## src/rtl/galvo_dac_spi.sv

```systemverilog
`timescale 1ns/1ps
// galvo_dac_spi: shifts one (x, y) point as two 16-bit MCP4922 frames, then pulses LDAC.
// Build option LASER_SYNC_EN: laser colour updates with the LDAC pulse instead of on accept.
module galvo_dac_spi #(
  parameter int SCLK_DIV     = 2,
  parameter int GAP_CYCLES   = 2,
  parameter int LATCH_CYCLES = 2
) (
  input  logic        clk,
  input  logic        reset,
  input  logic [11:0] pt_x,
  input  logic [11:0] pt_y,
  input  logic [2:0]  pt_rgb,
  input  logic        pt_valid,
  output logic        pt_ready,
  output logic        dac_sclk,
  output logic        dac_mosi,
  output logic        dac_csn,
  output logic        dac_latchn,
  output logic [2:0]  laser_rgb,
  output logic        busy
);

  localparam int PH_W    = (SCLK_DIV > 1) ? $clog2(SCLK_DIV) : 1;
  localparam int CNT_MAX = (GAP_CYCLES > LATCH_CYCLES) ? GAP_CYCLES : LATCH_CYCLES;
  localparam int CNT_W   = (CNT_MAX > 1) ? $clog2(CNT_MAX) : 1;

  localparam logic [PH_W-1:0]  PH_LAST    = PH_W'(SCLK_DIV - 1);
  localparam logic [CNT_W-1:0] GAP_LAST   = CNT_W'(GAP_CYCLES - 1);
  localparam logic [CNT_W-1:0] LATCH_LAST = CNT_W'(LATCH_CYCLES - 1);

  typedef enum logic [2:0] {
    IDLE,
    FRAME_A,
    GAP_A,
    FRAME_B,
    GAP_B,
    LATCH
  } state_t;

  state_t           state_q, state_d;
  logic [15:0]      word_a_q, word_a_d;
  logic [15:0]      word_b_q, word_b_d;
  logic [3:0]       bit_q, bit_d;
  logic [PH_W-1:0]  phase_q, phase_d;
  logic             high_q, high_d;
  logic [CNT_W-1:0] cnt_q, cnt_d;
  logic [2:0]       laser_q, laser_d;
`ifdef LASER_SYNC_EN
  logic [2:0]       rgb_q, rgb_d;
`endif
  logic             sclk_q, sclk_d;
  logic             mosi_q, mosi_d;
  logic             csn_q, csn_d;
  logic             latchn_q, latchn_d;

  logic             accept;
  logic             phase_end;
  logic             frame_done;
  logic             in_frame_d;
  logic [15:0]      shift_word_d;
  logic [3:0]       bit_idx_d;

  always_comb begin
    accept     = pt_valid && pt_ready;
    phase_end  = (phase_q == PH_LAST);
    frame_done = phase_end && high_q && (bit_q == 4'd15);

    state_d  = state_q;
    word_a_d = word_a_q;
    word_b_d = word_b_q;
    bit_d    = bit_q;
    phase_d  = phase_q;
    high_d   = high_q;
    cnt_d    = cnt_q;
    laser_d  = laser_q;
`ifdef LASER_SYNC_EN
    rgb_d    = rgb_q;
`endif

    case (state_q)
      IDLE: begin
        if (accept) begin
          word_a_d = {4'b0111, pt_x};
          word_b_d = {4'b1111, pt_y};
`ifdef LASER_SYNC_EN
          rgb_d    = pt_rgb;
`else
          laser_d  = pt_rgb;
`endif
          bit_d    = '0;
          phase_d  = '0;
          high_d   = 1'b0;
          state_d  = FRAME_A;
        end
      end

      FRAME_A, FRAME_B: begin
        if (phase_end) begin
          phase_d = '0;
          high_d  = ~high_q;
          if (high_q) begin
            bit_d = bit_q + 4'd1;
          end
          // Leave before the bit counter would wrap; sclk drops with CS.
          if (frame_done) begin
            bit_d   = '0;
            high_d  = 1'b0;
            cnt_d   = '0;
            state_d = (state_q == FRAME_A) ? GAP_A : GAP_B;
          end
        end else begin
          phase_d = phase_q + 1'b1;
        end
      end

      GAP_A: begin
        if (cnt_q == GAP_LAST) begin
          bit_d   = '0;
          phase_d = '0;
          high_d  = 1'b0;
          state_d = FRAME_B;
        end else begin
          cnt_d = cnt_q + 1'b1;
        end
      end

      GAP_B: begin
        if (cnt_q == GAP_LAST) begin
          cnt_d   = '0;
          state_d = LATCH;
`ifdef LASER_SYNC_EN
          laser_d = rgb_q;
`endif
        end else begin
          cnt_d = cnt_q + 1'b1;
        end
      end

      LATCH: begin
        if (cnt_q == LATCH_LAST) begin
          state_d = IDLE;
        end else begin
          cnt_d = cnt_q + 1'b1;
        end
      end

      default: state_d = IDLE;
    endcase
  end

  // Pins are registered from the next-state decode: glitch-free, same cycle timing as the state.
  always_comb begin
    in_frame_d   = (state_d == FRAME_A) || (state_d == FRAME_B);
    shift_word_d = (state_d == FRAME_B) ? word_b_d : word_a_d;
    bit_idx_d    = 4'd15 - bit_d;
    csn_d        = !in_frame_d;
    sclk_d       = in_frame_d && high_d;
    mosi_d       = in_frame_d && shift_word_d[bit_idx_d];
    latchn_d     = (state_d != LATCH);
  end

  always_ff @(posedge clk) begin
    if (reset) begin
      state_q  <= IDLE;
      word_a_q <= '0;
      word_b_q <= '0;
      bit_q    <= '0;
      phase_q  <= '0;
      high_q   <= 1'b0;
      cnt_q    <= '0;
      laser_q  <= '0;
`ifdef LASER_SYNC_EN
      rgb_q    <= '0;
`endif
      sclk_q   <= 1'b0;
      mosi_q   <= 1'b0;
      csn_q    <= 1'b1;
      latchn_q <= 1'b1;
    end else begin
      state_q  <= state_d;
      word_a_q <= word_a_d;
      word_b_q <= word_b_d;
      bit_q    <= bit_d;
      phase_q  <= phase_d;
      high_q   <= high_d;
      cnt_q    <= cnt_d;
      laser_q  <= laser_d;
`ifdef LASER_SYNC_EN
      rgb_q    <= rgb_d;
`endif
      sclk_q   <= sclk_d;
      mosi_q   <= mosi_d;
      csn_q    <= csn_d;
      latchn_q <= latchn_d;
    end
  end

  always_comb begin
    pt_ready   = (state_q == IDLE) && !reset;
    busy       = (state_q != IDLE);
    dac_sclk   = sclk_q;
    dac_mosi   = mosi_q;
    dac_csn    = csn_q;
    dac_latchn = latchn_q;
    laser_rgb  = laser_q;
  end

endmodule

```

## config.mk

```make
export PLATFORM = sky130hd
export DESIGN_NAME = galvo_dac_spi
export DESIGN_NICKNAME = d
export VERILOG_FILES = /design/src/rtl/galvo_dac_spi.sv
export SDC_FILE = /design/constraint.sdc
export NUM_CORES = 1
export LEC_CHECK = 0
export ABC_AREA = 1
export ABC_CLOCK_PERIOD_IN_PS = 2800
export CAP_MARGIN = 20
export CORE_ASPECT_RATIO = 1.1
export CORE_MARGIN = 10
export CORE_UTILIZATION = 51
export CTS_CLUSTER_DIAMETER = 200
export DETAILED_ROUTE_END_ITERATION = 6
export GPL_TIMING_DRIVEN = 0
export PLACE_DENSITY = 0.78
export REMOVE_ABC_BUFFERS = 1
export SETUP_SLACK_MARGIN = 0.5
export SLEW_MARGIN = 15
export SYNTH_ARGS = -nofsm -noshare
export SYNTH_HDL_FRONTEND = slang
export SYNTH_SLANG_ARGS = --single-unit
```

## constraint.sdc

```tcl
create_clock -name clk -period 2.8 [get_ports clk]
set_input_delay 0.56 -clock clk [delete_from_list [all_inputs] [get_ports clk]]
set_output_delay 0.56 -clock clk [all_outputs]
set_load 0.01 [all_outputs]
```

==> out/summary.txt <==
Min Tclk post-route - 2.178 ns
CP max stage delay - 0.54 ns
Antenna cells - 0
Area post-placement - 0.002784 mm2
Syn_area_per_cell - 6.876 um2
Critical Path AT - 1.62 ns
Final hold viol count - 0
Max Cap Viol - 0
Row count - 26
Synth Register Bits - 49
Initial antenna violation count - 0
Final setup viols - 0
Fmax - 459.2 MHz
Placer Congestion - 0.8420
Layout area overhead - 25.86%
Syn Std Cell Area - 0.002400 mm2
Worst Setup SP - state_q[1]$_SDFF_PP0_
WHS Path Cells - 2
Mean number of vias per cell - 5.105
Tot Pwr - 1.412 mW
H-tree depth - 2
Pwr/cell area - 467.6 mW/mm2
Startpoint types - flop
Clock sinks - 49
Crit-path max FO - 6
Post-synthesis cell type count - 30
Die Wd - 85.41 um
Clk slew on worst S/H paths - 0.09 ns
Worst-case clock buffer depth - 2
HP Start - word_a_q[15]$_SDFF_PP0_
Final worst-path cycle share - 77.78%
Die Y-Extent - 91.95 um
Mapped Cells - 349
Pin count of the biggest net entering global routing - 44
Async S/R FF share, synth - 0%
Post-synth EDFFs - 0
Ports - 39
Post-synth top area cell - dfxtp_1
Status - completed
Cts hold-fix bufs - 0
Input/output buffers - 38
Vias in the first global route - 2110
Measured slew at the worst slew-check pin - 0.3264 ns
Sequential area share after synthesis - 40.88%
GR Overflow Total - 0
Starting density of the core - 52.32%
Remaining antenna violation count - 0
Slowest CP cell - clkdlybuf4s50_1
Routed WL per cell - 11.90 um
CP required - 2.24 ns
Drt pass-1 iters - 4
Worst Skew - 0.007741 ns
Setup CP Type - reg2out
Skew-Pair Late Insertion Delay - 0.29 ns
TritonCTS clock tree - built
Post-DP HPWL - 3700 um
DR DRC count - 0
CP Capture Type - primary output
Critical Path, Cell by Cell - nor3_2 > inv_1 > nor2_1 > clkdlybuf4s50_1
CTS buffer count - 5
Fin area - 0.003020 mm2
Share of layout cells above drive strength 1 - 13.04%
Ys Warns - 0
Clock root buffer master - clkbuf_8
First-pass GRT wire length - 8983 um
Area share of the largest cell type after synthesis - 40.88%
Post-Route Utilization - 65.85%
# nets final - 421
Top FF cell, synth - dfxtp_1
GR Util All Layers - 13.12%
Max IR drop VDD - 0.3715 mV
Core Box Area - 0.004587 mm2
Final slew viol count - 0
RSZ-0062 raised after global routing - no
Total wire length - 5320 um
Hold Crit Class - reg2reg
Reg2reg start - bit_q[1]$_SDFF_PP0_
Rel. slew slack - 78.24%
Drt initial violations - 104
Die area - 0.007853 mm2
Leakage - 1.322 nW
Via count - 2282
Reg2Reg Depth - 15
Hold_ws - 0.4519 ns
Fillers - 401
Area contributors post-synth - dfxtp_1, nand2_1, nand3_1
-- cells in the mapped netlist (2+ instances only) --
master,number
nor2_4,3
nor2_1,13
o21ai_0,6
inv_1,18
nand3_1,50
nor3_1,4
dfxtp_1,49
nor2_2,4
a31oi_1,2
inv_2,7
nand2_2,4
clkbuf_1,5
or2_2,2
a21oi_1,37
nand2_8,2
buf_2,5
nand2_1,122
buf_4,4
-- sequential cells by signal, indices dropped and copies added, names as in the netlist --
signal,cells
phase_end,1
high_q,1
state_q,3
cnt_q,1
bit_q,4
dac_sclk,1
word_b_q,16
dac_mosi,1
word_a_q,16
dac_csn,1
dac_latchn,1
laser_rgb,3
-- power by group --
group	switching, mW	internal [mW]	leakage, nW	total [mW]
clock network	0.223	0.224	0.0542	0.446
logic	0.117	0.109	0.868	0.226
registers	0.0118	0.728	0.400	0.740
total	0.352	1.06	1.32	1.41
-- worst paths after layout --
| path | to | slack [ns] |
|---|---|---|
| worst max-delay path | pt_ready | 0.62 |
| worst min-delay path | word_a_q[15]$_SDFF_PP0_ | 0.45 |
| worst max register to register | dac_mosi$_SDFF_PP0_ | 0.74 |
| worst min register to register | word_a_q[15]$_SDFF_PP0_ | 0.45 |
-- cells in the final DEF (no fill, tap or decap) --
| cell type | count |
|---|---|
| buf_4 | 9 |
| nand3_2 | 1 |
| nor3_1 | 3 |
| o221ai_1 | 1 |
| or2_2 | 2 |
| inv_2 | 6 |
| o21bai_1 | 1 |
| nor2_1 | 13 |
| buf_12 | 1 |
| dfxtp_1 | 49 |
| nand2_2 | 5 |
| nand3_1 | 50 |
| ha_1 | 1 |
| o21ai_0 | 5 |
| buf_6 | 1 |
| nand2_8 | 2 |
| nand2_4 | 2 |
| nor2_4 | 4 |
| o21a_1 | 1 |
| nand2_1 | 120 |
| buf_16 | 1 |
| clkinv_8 | 1 |
| o21ai_1 | 2 |
| clkinv_2 | 2 |
| clkdlybuf4s50_1 | 37 |
| inv_1 | 18 |
| o21ai_2 | 1 |
| nor2_2 | 3 |
| a31oi_1 | 2 |
| nor3_2 | 1 |
| a21oi_1 | 37 |
| nand4_4 | 1 |
| inv_4 | 1 |
| clkbuf_8 | 7 |
-- cell families (layout without fill, tap and decap cells) --
family,Yosys count,after routing,share of synthesized area [%]
compound gates,50,50,11.05
fa+ha+maj,1,1,0.5213
buf+inv,42,84,8.081
flops,49,49,40.88
simple gates,207,207,39.47
-- cell type report --
cell class / instances / area, um2 / share of cell area (%)
multi-input combinational: 258 / 1254 / 41.51
sequential: 49 / 980.9 / 32.48
timing repair buffer: 49 / 496.7 / 16.45
inverter: 27 / 117.6 / 3.894
clock buffer: 7 / 96.34 / 3.190
tap: 56 / 70.07 / 2.320
clock inverter: 1 / 5.005 / 0.1657
-- layer usage --
| layer | GRT usage, % | vias to the layer above | wire [um] |
|---|---|---|---|
| li1 | - | 1215 | - |
| met1 | 15.49 | 1024 | 2438 |
| met2 | 23.13 | 41 | 2664 |
| met3 | 2.655 | 2 | 193 |
| met4 | 3.846 | 0 | 23 |
| met5 | 0 | - | 0 |
-- metrics by stage --
step | cells | TNS (ns) | setup WS [ns]
after floorplan | 334 | 0 | 0.2927
after global placement | 428 | -63.54 | -2.059
after detailed placement | 429 | -0.3769 | -0.3769
after CTS | 438 | 0 | 0.5777
after global routing | 447 | 0 | 0.5102
final | 447 | 0 | 0.6222
-- worst max-delay path, delay by kind of cell, from the launching register on --
family | cells | cell delay (ns)
buffers and inverters | 2 | 0.61
DFF | 1 | 0.40
and+or+nand+nor | 2 | 0.32
-- repair_timing --
action	4_1_cts	5_1_grt
setup buffers	1	9
pin swaps	1	3
endpoints found under the setup margin	27	2
resized for setup	4	9
Note: power is estimated with default switching activity, not from simulation.
